==> src/rtl/packet_switch.sv <==
`default_nettype none
// ============================================================================
//  Module      : packet_switch
//  Description : Single-packet output-port switch with programmable address table.
//  Revision    : 1.0
// ============================================================================
module packet_switch #(
    parameter int NUM_OF_PORTS     = 10,
    parameter int PORT_ADDR_LENGTH = 8,
    parameter int DATA_WIDTH       = 8
) (
    input  logic                               clk,
    input  logic                               reset,
    input  logic [$clog2(NUM_OF_PORTS)-1:0]    mem_port_index,
    input  logic [PORT_ADDR_LENGTH-1:0]        port_address,
    input  logic                               mem_write,
    input  logic [DATA_WIDTH-1:0]              packet_data,
    input  logic                               packet_send_req,
    output logic                               packet_finished,
    output logic [NUM_OF_PORTS-1:0]            port_req,
    output logic [NUM_OF_PORTS*DATA_WIDTH-1:0] port_data,
    input  logic [NUM_OF_PORTS-1:0]            port_received
);

    localparam int c_IDX_W = $clog2(NUM_OF_PORTS);

    localparam logic [0:0] c_IDLE = 1'b0;
    localparam logic [0:0] c_BUSY = 1'b1;

    logic [PORT_ADDR_LENGTH-1:0] r_table [NUM_OF_PORTS];
    logic [0:0]                  r_state;
    logic [c_IDX_W-1:0]          r_target;
    logic [DATA_WIDTH-1:0]       r_packet;

    logic [NUM_OF_PORTS-1:0]     w_table_hit;
    logic [NUM_OF_PORTS-1:0]     w_sel;
    logic                        w_hit;
    logic [c_IDX_W-1:0]          w_hit_idx;
    logic                        w_dup;
    logic                        w_idx_ok;
    logic                        w_write_ok;

    for (genvar i = 0; i < NUM_OF_PORTS; i++) begin : g_port
        assign w_table_hit[i] = (r_table[i] == port_address);
        assign w_sel[i]       = (r_state == c_BUSY) && (r_target == c_IDX_W'(i));
        assign port_req[i]    = w_sel[i];
        assign port_data[i*DATA_WIDTH +: DATA_WIDTH] = w_sel[i] ? r_packet : '0;
    end

    assign packet_finished = |(w_sel & port_received);

    // Address 0 marks an unassigned entry, so it can never produce a hit.
    always_comb begin
        w_hit     = 1'b0;
        w_hit_idx = '0;
        for (int i = NUM_OF_PORTS - 1; i >= 0; i--) begin
            if (w_table_hit[i] && (port_address != '0)) begin
                w_hit     = 1'b1;
                w_hit_idx = c_IDX_W'(i);
            end
        end
    end

    // Rewriting an entry with its own current address is not a duplicate.
    always_comb begin
        w_dup = 1'b0;
        for (int i = 0; i < NUM_OF_PORTS; i++) begin
            if (w_table_hit[i] && (c_IDX_W'(i) != mem_port_index)) begin
                w_dup = 1'b1;
            end
        end
    end

    assign w_idx_ok   = (32'(mem_port_index) < NUM_OF_PORTS);
    assign w_write_ok = mem_write && !packet_send_req && (port_address != '0) &&
                        w_idx_ok && !w_dup;

    always_ff @(posedge clk) begin
        if (!reset) begin
            for (int i = 0; i < NUM_OF_PORTS; i++) begin
                r_table[i] <= '0;
            end
            r_state  <= c_IDLE;
            r_target <= '0;
            r_packet <= '0;
        end else begin
            case (r_state)
                c_IDLE: begin
                    if (packet_send_req && w_hit) begin
                        r_state  <= c_BUSY;
                        r_target <= w_hit_idx;
                        r_packet <= packet_data;
                    end
                    if (w_write_ok) begin
                        r_table[mem_port_index] <= port_address;
                    end
                end
                c_BUSY: begin
                    if (packet_finished) begin
                        r_state <= c_IDLE;
                    end
                end
                default: r_state <= c_IDLE;
            endcase
        end
    end

endmodule
`default_nettype wire

==> config.mk <==
export PLATFORM = sky130hd
export DESIGN_NAME = packet_switch
export DESIGN_NICKNAME = d
export VERILOG_FILES = /design/src/rtl/packet_switch.sv
export SDC_FILE = /design/constraint.sdc
export NUM_CORES = 1
export LEC_CHECK = 0
export CAP_MARGIN = 5
export CORE_MARGIN = 1.5
export CORE_UTILIZATION = 50
export DETAILED_ROUTE_END_ITERATION = 6
export PLACE_DENSITY = 0.75
export SKIP_LAST_GASP = 1
export SYNTH_ARGS = -nofsm -noshare
export SYNTH_HDL_FRONTEND = slang
export SYNTH_SLANG_ARGS = --single-unit
==> constraint.sdc <==
create_clock -name clk -period 7.85 [get_ports clk]
set_clock_uncertainty 0.05 [all_clocks]
set_input_delay 1.9625 -clock clk [delete_from_list [all_inputs] [get_ports clk]]
set_output_delay 1.9625 -clock clk [all_outputs]
set_load 0.02 [all_outputs]
==> results of run 1 <==
## metal layers
| metal | vias up | track usage [%] |
|---|---|---|
| met5 | - | 0 |
| met2 | 176 | 42.36 |
| met1 | 2072 | 29.67 |
| met3 | 39 | 4.790 |
| li1 | 2052 | - |
| met4 | 0 | 11.98 |
## cells in the mapped netlist (all sizes together), types with 2 or more instances
cell type,number
inv,5
nand2,23
edfxtp,80
nor2,29
nor3,76
and2,81
xor2,24
nand3b,3
o311a,2
o21a,2
a22oi,3
nand2b,2
buf,21
a21oi,6
nor4,10
a22o,3
mux2i,8
nand4,15
dfxtp,13
o21ai,15
clkbuf,11
nor2b,11
xnor2,56
nand3,6
## how the worst max path moves through the flow
stage,endpoint,cells after the start,start
finish,packet_finished,6,port_received[0]
global route,packet_finished,6,port_received[2]
CTS,packet_finished,6,port_received[6]
detailed placement,packet_finished,6,port_received[0]
global placement,packet_finished,6,port_received[0]
floorplan,packet_finished,4,port_received[0]
## flip-flops by register name, summed over array words and instances, names as in the netlist
| name | cells |
|---|---|
| r_table | 80 |
| r_packet | 8 |
| r_target | 4 |
| r_state | 1 |
## per-stage QoR
stage	hold WS [ps]	cell area (sq um)	instances
after floorplan	430.6	5904	518
after global placement	561.1	7106	757
after detailed placement	537.1	7106	757
after CTS	546.4	7420	773
after global routing	594.1	7420	773
final	549.1	7420	773
## where the power goes
part | switching [mW] | leakage (nW) | total, mW | internal (mW)
clock | 0.188 | 0.159 | 0.466 | 0.278
combinational | 0.0818 | 1.25 | 0.127 | 0.0452
sequential | 0.00760 | 0.963 | 0.556 | 0.549
total | 0.278 | 2.37 | 1.15 | 0.872
## cells by family after synthesis
logic type	Yosys count	synth area share [%]
and+or+nand+nor	261	32.19
DFF	93	45.09
xor gates and xnor gates	80	11.87
AOI/OAI and AO/OA	39	4.959
buffers and inverters	37	4.535
muxes	8	1.356
## worst register-to-register path: stages (launching register included)
cell and delay [ps]:
edfxtp_1 390, xor2_1 160, nor4_2 590, nand3_1 150, nand4_1 100, nand3b_1 130, buf_4 570, o21ai_1 450
## final cells by class
type / count / area [sq um]
Clock inverter: 7 / 88.84
Tap cell: 143 / 178.9
Timing Repair Buffer: 128 / 1271
Inverter: 5 / 18.77
Clock buffer: 9 / 225.2
Sequential cell: 93 / 2663
Fill cell: 917 / 4048
Multi-Input combinational cell: 388 / 2974
==> impl_metrics.csv, run 1 <==
group,metric,value,unit
status,status,"finished clean",
route,wl_met1,6.283,mm
critical_path,worst_setup_path_end_kind,"output pin",
placement,dp_worst_setup_slack,2083,ps
min_path,hold_start,"r_state",
pwr,cellLeakagePower,2.372,nW
synth,netlist.area_leader.share,40.69,%
pwr,p_per_area,154.9,nW/um^2
critical_path,reg2reg_setup_slack,4910,ps
route,drt-wirelength-per-cell,19.67,um
global_routing,grt_antenna_before_repair,0,
clock_network,holdBufCountCts,0,
critical_path,largest_fanout_on_the_critical_path,2,
synth,syn_area,5904,sq um
timing,rsz0062_at_grt,"no",
critical_path,cp_cell_sequence,"clkdlybuf4s50_1, a22oi_1, nand2_1, nor4_1, inv_1, clkdlybuf4s50_1",
critical_path,reg2reg_depth,7,
timing,report.final.hold_viol_count,0,
route,via_count,4339,
placement,port_buffers,124,
critical_path,worst_r2r_endpoint,"r_table[7][7]",
layout,post_route_cells_drive_above_1_share,18.10,%
route,routed_wl,15.21,mm
min_path,timing.hold.worst_path_depth,2,
synth,count_of_cell_types_in_the_netlist,51,
critical_path,cpPeakStageDelay,560,ps
global_routing,grt_max_degree,46,
critical_path,timing.rr.start,"r_table[0][6]",
timing,slew_headroom,16.43,%
critical_path,worstPathRequired,5840,ps
global_routing,grt_first_pass_wirelength,23.42,mm
clock_network,post_cts_setup_inserts,0,
timing,timing.final.crit_share,73.16,%
global_routing,grtUsageTotal,24.65,%
pwr,post-layout-total-power,1.149,mW
synth,yosysSeqAreaShare,45.09,%
min_path,hold_path_end,"r_state",
route,amount_of_wire_on_met3_after_detailed_routing,883,um
route,first_drt_pass_iteration_count,4,
clock_network,ctsRootBufferMaster,"clkbuf_16",
timing,final_critical_path_setup_slack,2107,ps
critical_path,cpLargestDelayFamily,"buffers and inverters",
floorplan,initial_core_util,51.49,%
synth,synth.area.top_cells,"edfxtp_1, nor3_2, and2_1",
placement,detailedPlacementHpwl,10.50,mm
layout,nets,659,
run,number_of_max_cap_violations,0,
clock_network,cts_htree_levels,3,
critical_path,timing_worst_setup_path_type,"primary input to output pin",
global_routing,first_global_vias,4188,
layout,final_core_utilization,64.70,%
floorplan,coreArea,11470,sq um
timing,final-max-slew-violation-count,0,
timing,min_period,5743,ps
layout,area_delta_synth_final,25.66,%
floorplan,top_level_ports,125,
route,vias_per_cell,5.613,
route,route.top_layer_used,"met4",
clock_network,post_cts_resized,0,
floorplan,die_width,111.7,um
timing,summed_negative_setup_slack_over_all_endpoints,0,ps
route,drt_drc_violations_left,0,
synth,syn_nets,552,
min_path,worst_hold_class,"register to register",
critical_path,critical_path_buf_inv_count,3,
synth,post_synthesis_cell_count,518,
floorplan,row_count,39,
global_routing,overflow,0,
layout,layout.cells.most_common_list,"clkdlybuf4s50_1, and2_1, edfxtp_1",
timing,tightestPinTransition,1244,ps
synth,synth_async_sr_flop_share,0,%
timing,timing.final.setup_violations,0,
floorplan,floorplan.die_area,12470,sq um
layout,antennaDiodeCount,0,
critical_path,worst_ep_arrival_time,3730,ps
synth,cell_taking_the_most_area_after_synthesis,"edfxtp_1",
pwr,worst_ir_drop_vdd,0.1096,mV
clock_network,cts_tree,"yes",
placement,final_replace_weighted_congestion,0.8591,
clock_network,clockBufferDepth,2,
critical_path,most_common_cell_on_crit_path,"clkdlybuf4s50_1",
route,final_antenna_net_count,0,
synth,yosys_most_used_dff,"edfxtp_1",
synth,syn_avg_cell_area,11.40,sq um
layout,layout_commonest_cell,"clkdlybuf4s50_1",
synth,yosys_warnings,0,
critical_path,critical_path.slowest_cell,"clkdlybuf4s50_1",
route,routed-wl-met2,7.523,mm
clock_network,path_clk_slew,60,ps
critical_path,startpoint_class_of_the_critical_path,"primary input",
synth,number_of_synthesized_flops_with_an_enable_pin,80,
synth,postSynthRegisterBits,93,
floorplan,vertical_die_dimension,111.7,um
clock_network,clkSinkCount,93,
timing,fmax,0.1741,GHz
clock_network,numCtsBuffers,9,
route,drt_iter0_markers,343,
clock_network,clkLatencyLatePin,350,ps
Power figures use the tool's default switching activity.
==> run 2, diff against run 1 <==
==> constraint.sdc (replaced) <==
create_clock -name clk -period 5.5 [get_ports clk]
set_clock_uncertainty 0.05 [all_clocks]
set_input_delay 1.375 -clock clk [delete_from_list [all_inputs] [get_ports clk]]
set_output_delay 1.375 -clock clk [all_outputs]
set_load 0.02 [all_outputs]
==> run 2 against run 1 <==
Against the previous run: clock power is 32% higher; worst setup slack worse by 1200 ps; die area is the same; power grew 39%; highest routed layer unchanged; combinational power grew 44%; clock-buffer cell count rose by 1; wire length grew 2.8%; register-to-register slack worse by 2300 ps.
==> impl_metrics.csv, run 2 (same netlist as run 1, synthesis figures left out) <==
group,metric,value,unit
pwr,worst_ir_drop_vdd,0.1856,mV
pwr,p_per_area,214.7,nW/um^2
clock_network,clkSinkCount,93,
critical_path,timing_worst_setup_path_type,"primary input to register",
global_routing,grt_antenna_before_repair,0,
layout,area_delta_synth_final,25.81,%
placement,final_replace_weighted_congestion,0.8818,
layout,nets,663,
clock_network,ctsRootBufferMaster,"clkbuf_16",
floorplan,row_count,39,
floorplan,coreArea,11470,sq um
layout,leading_registers_by_flop_count,"r_table (80), r_packet (8), r_target (4)",
critical_path,worst_ep_arrival_time,4570,ps
layout,largest-register,"r_table",
clock_network,numCtsBuffers,9,
route,routed_wl,15.62,mm
critical_path,largest_fanout_on_the_critical_path,27,
critical_path,reg2reg_depth,7,
pwr,post-layout-total-power,1.595,mW
global_routing,overflow,0,
global_routing,grt_first_pass_wirelength,24.19,mm
floorplan,initial_core_util,51.49,%
clock_network,path_clk_slew,70,ps
route,final_antenna_net_count,0,
critical_path,startpoint_class_of_the_critical_path,"primary input",
layout,final_core_utilization,64.78,%
timing,summed_negative_setup_slack_over_all_endpoints,0,ps
timing,final-max-slew-violation-count,0,
clock_network,cts_htree_levels,3,
clock_network,post_cts_resized,0,
timing,rsz0062_at_grt,"no",
timing,tightestPinTransition,963.3,ps
clock_network,holdBufCountCts,0,
route,drt_drc_violations_left,0,
route,vias_per_cell,5.605,
timing,fmax,0.2157,GHz
layout,finalNonFillerCells,777,
timing,timing.final.crit_share,84.29,%
layout,antennaDiodeCount,0,
layout,layout_commonest_cell,"clkdlybuf4s50_1",
floorplan,vertical_die_dimension,111.7,um
timing,timing.final.setup_violations,0,
placement,port_buffers,124,
global_routing,first_global_vias,4343,
status,status,"finished clean",
floorplan,die_width,111.7,um
global_routing,grt_max_degree,28,
floorplan,floorplan.die_area,12470,sq um
timing,report.final.hold_viol_count,0,
clock_network,post_cts_setup_inserts,0,
layout,post_route_cells_drive_above_1_share,18.45,%
timing,slew_headroom,35.29,%
floorplan,top_level_ports,125,
pwr,cellLeakagePower,2.371,nW
placement,detailedPlacementHpwl,10.97,mm
min_path,timing.hold.worst_path_depth,2,
run,number_of_max_cap_violations,0,
layout,number_of_flip_flops_in_the_largest_register,80,
placement,placed_cells,761,
critical_path,worst_setup_path_end_kind,"register",
layout,layout.cells.most_common_list,"clkdlybuf4s50_1, and2_1, edfxtp_1",
route,drt-wirelength-per-cell,20.11,um
global_routing,grtUsageTotal,25.32,%
min_path,worst_hold_class,"register to register",
critical_path,worstPathRequired,5430,ps
clock_network,cts_tree,"yes",
clock_network,clockBufferDepth,2,
timing,min_period,4636,ps
route,first_drt_pass_iteration_count,5,
route,drt_iter0_markers,385,
clock_network,clkLatencyLatePin,350,ps
route,via_count,4355,
run 2: layer usage:
layer  vias up  track usage [%]  wire length [um]
met5         -                0                 0
met4         0            10.13               321
li1       2049                -                 -
met3        25            5.770              1022
met1      2094            29.89              6262
met2       187            44.59              8017
run 2: worst max-delay path, stage by stage:
cell             delay, ps
clkdlybuf4s50_1       1080
xnor2_1                190
nand4_1                160
nor2_2                  90
a222oi_1               450
nand3b_1               270
buf_4                  320
o21ai_1                610
run 2: path summary, 6_finish.rpt:
| path | startpoint | end | slack, ps |
|---|---|---|---|
| worst max register to register | r_table[3][7] | r_table[3][1] | 2590 |
| worst max-delay path | port_address[7] | r_table[3][1] | 860 |
| worst min-delay path | r_state | r_state | 540 |
| worst min register to register | r_state | r_state | 540 |
run 2: report_power, final:
part / switching [mW] / internal, mW / leakage [nW]
logic: 0.118 / 0.0655 / 1.27
registers: 0.0118 / 0.783 / 0.963
clock network: 0.265 / 0.351 / 0.138
total: 0.395 / 1.20 / 2.37
run 2: stage by stage:
stage | instance area (sq um) | setup WS, ps | hold slack [ps]
2_1_floorplan | 5904 | 1877 | 430.6
3_3_place_gp | 7136 | 698.8 | 521.8
3_5_place_dp | 7136 | 548.3 | 526.2
4_1_cts | 7428 | 913.0 | 538.7
5_1_grt | 7428 | 667.6 | 573.8
6_report | 7428 | 864.2 | 541.1
run 2: cell type report:
cell class | instances | area, sq um
Tap cell | 143 | 178.9
Multi-Input combinational cell | 388 | 2974
Sequential cell | 93 | 2663
Timing Repair Buffer | 132 | 1301
Clock inverter | 6 | 63.81
Inverter | 5 | 18.77
Clock buffer | 10 | 229.0
Fill cell | 900 | 4039
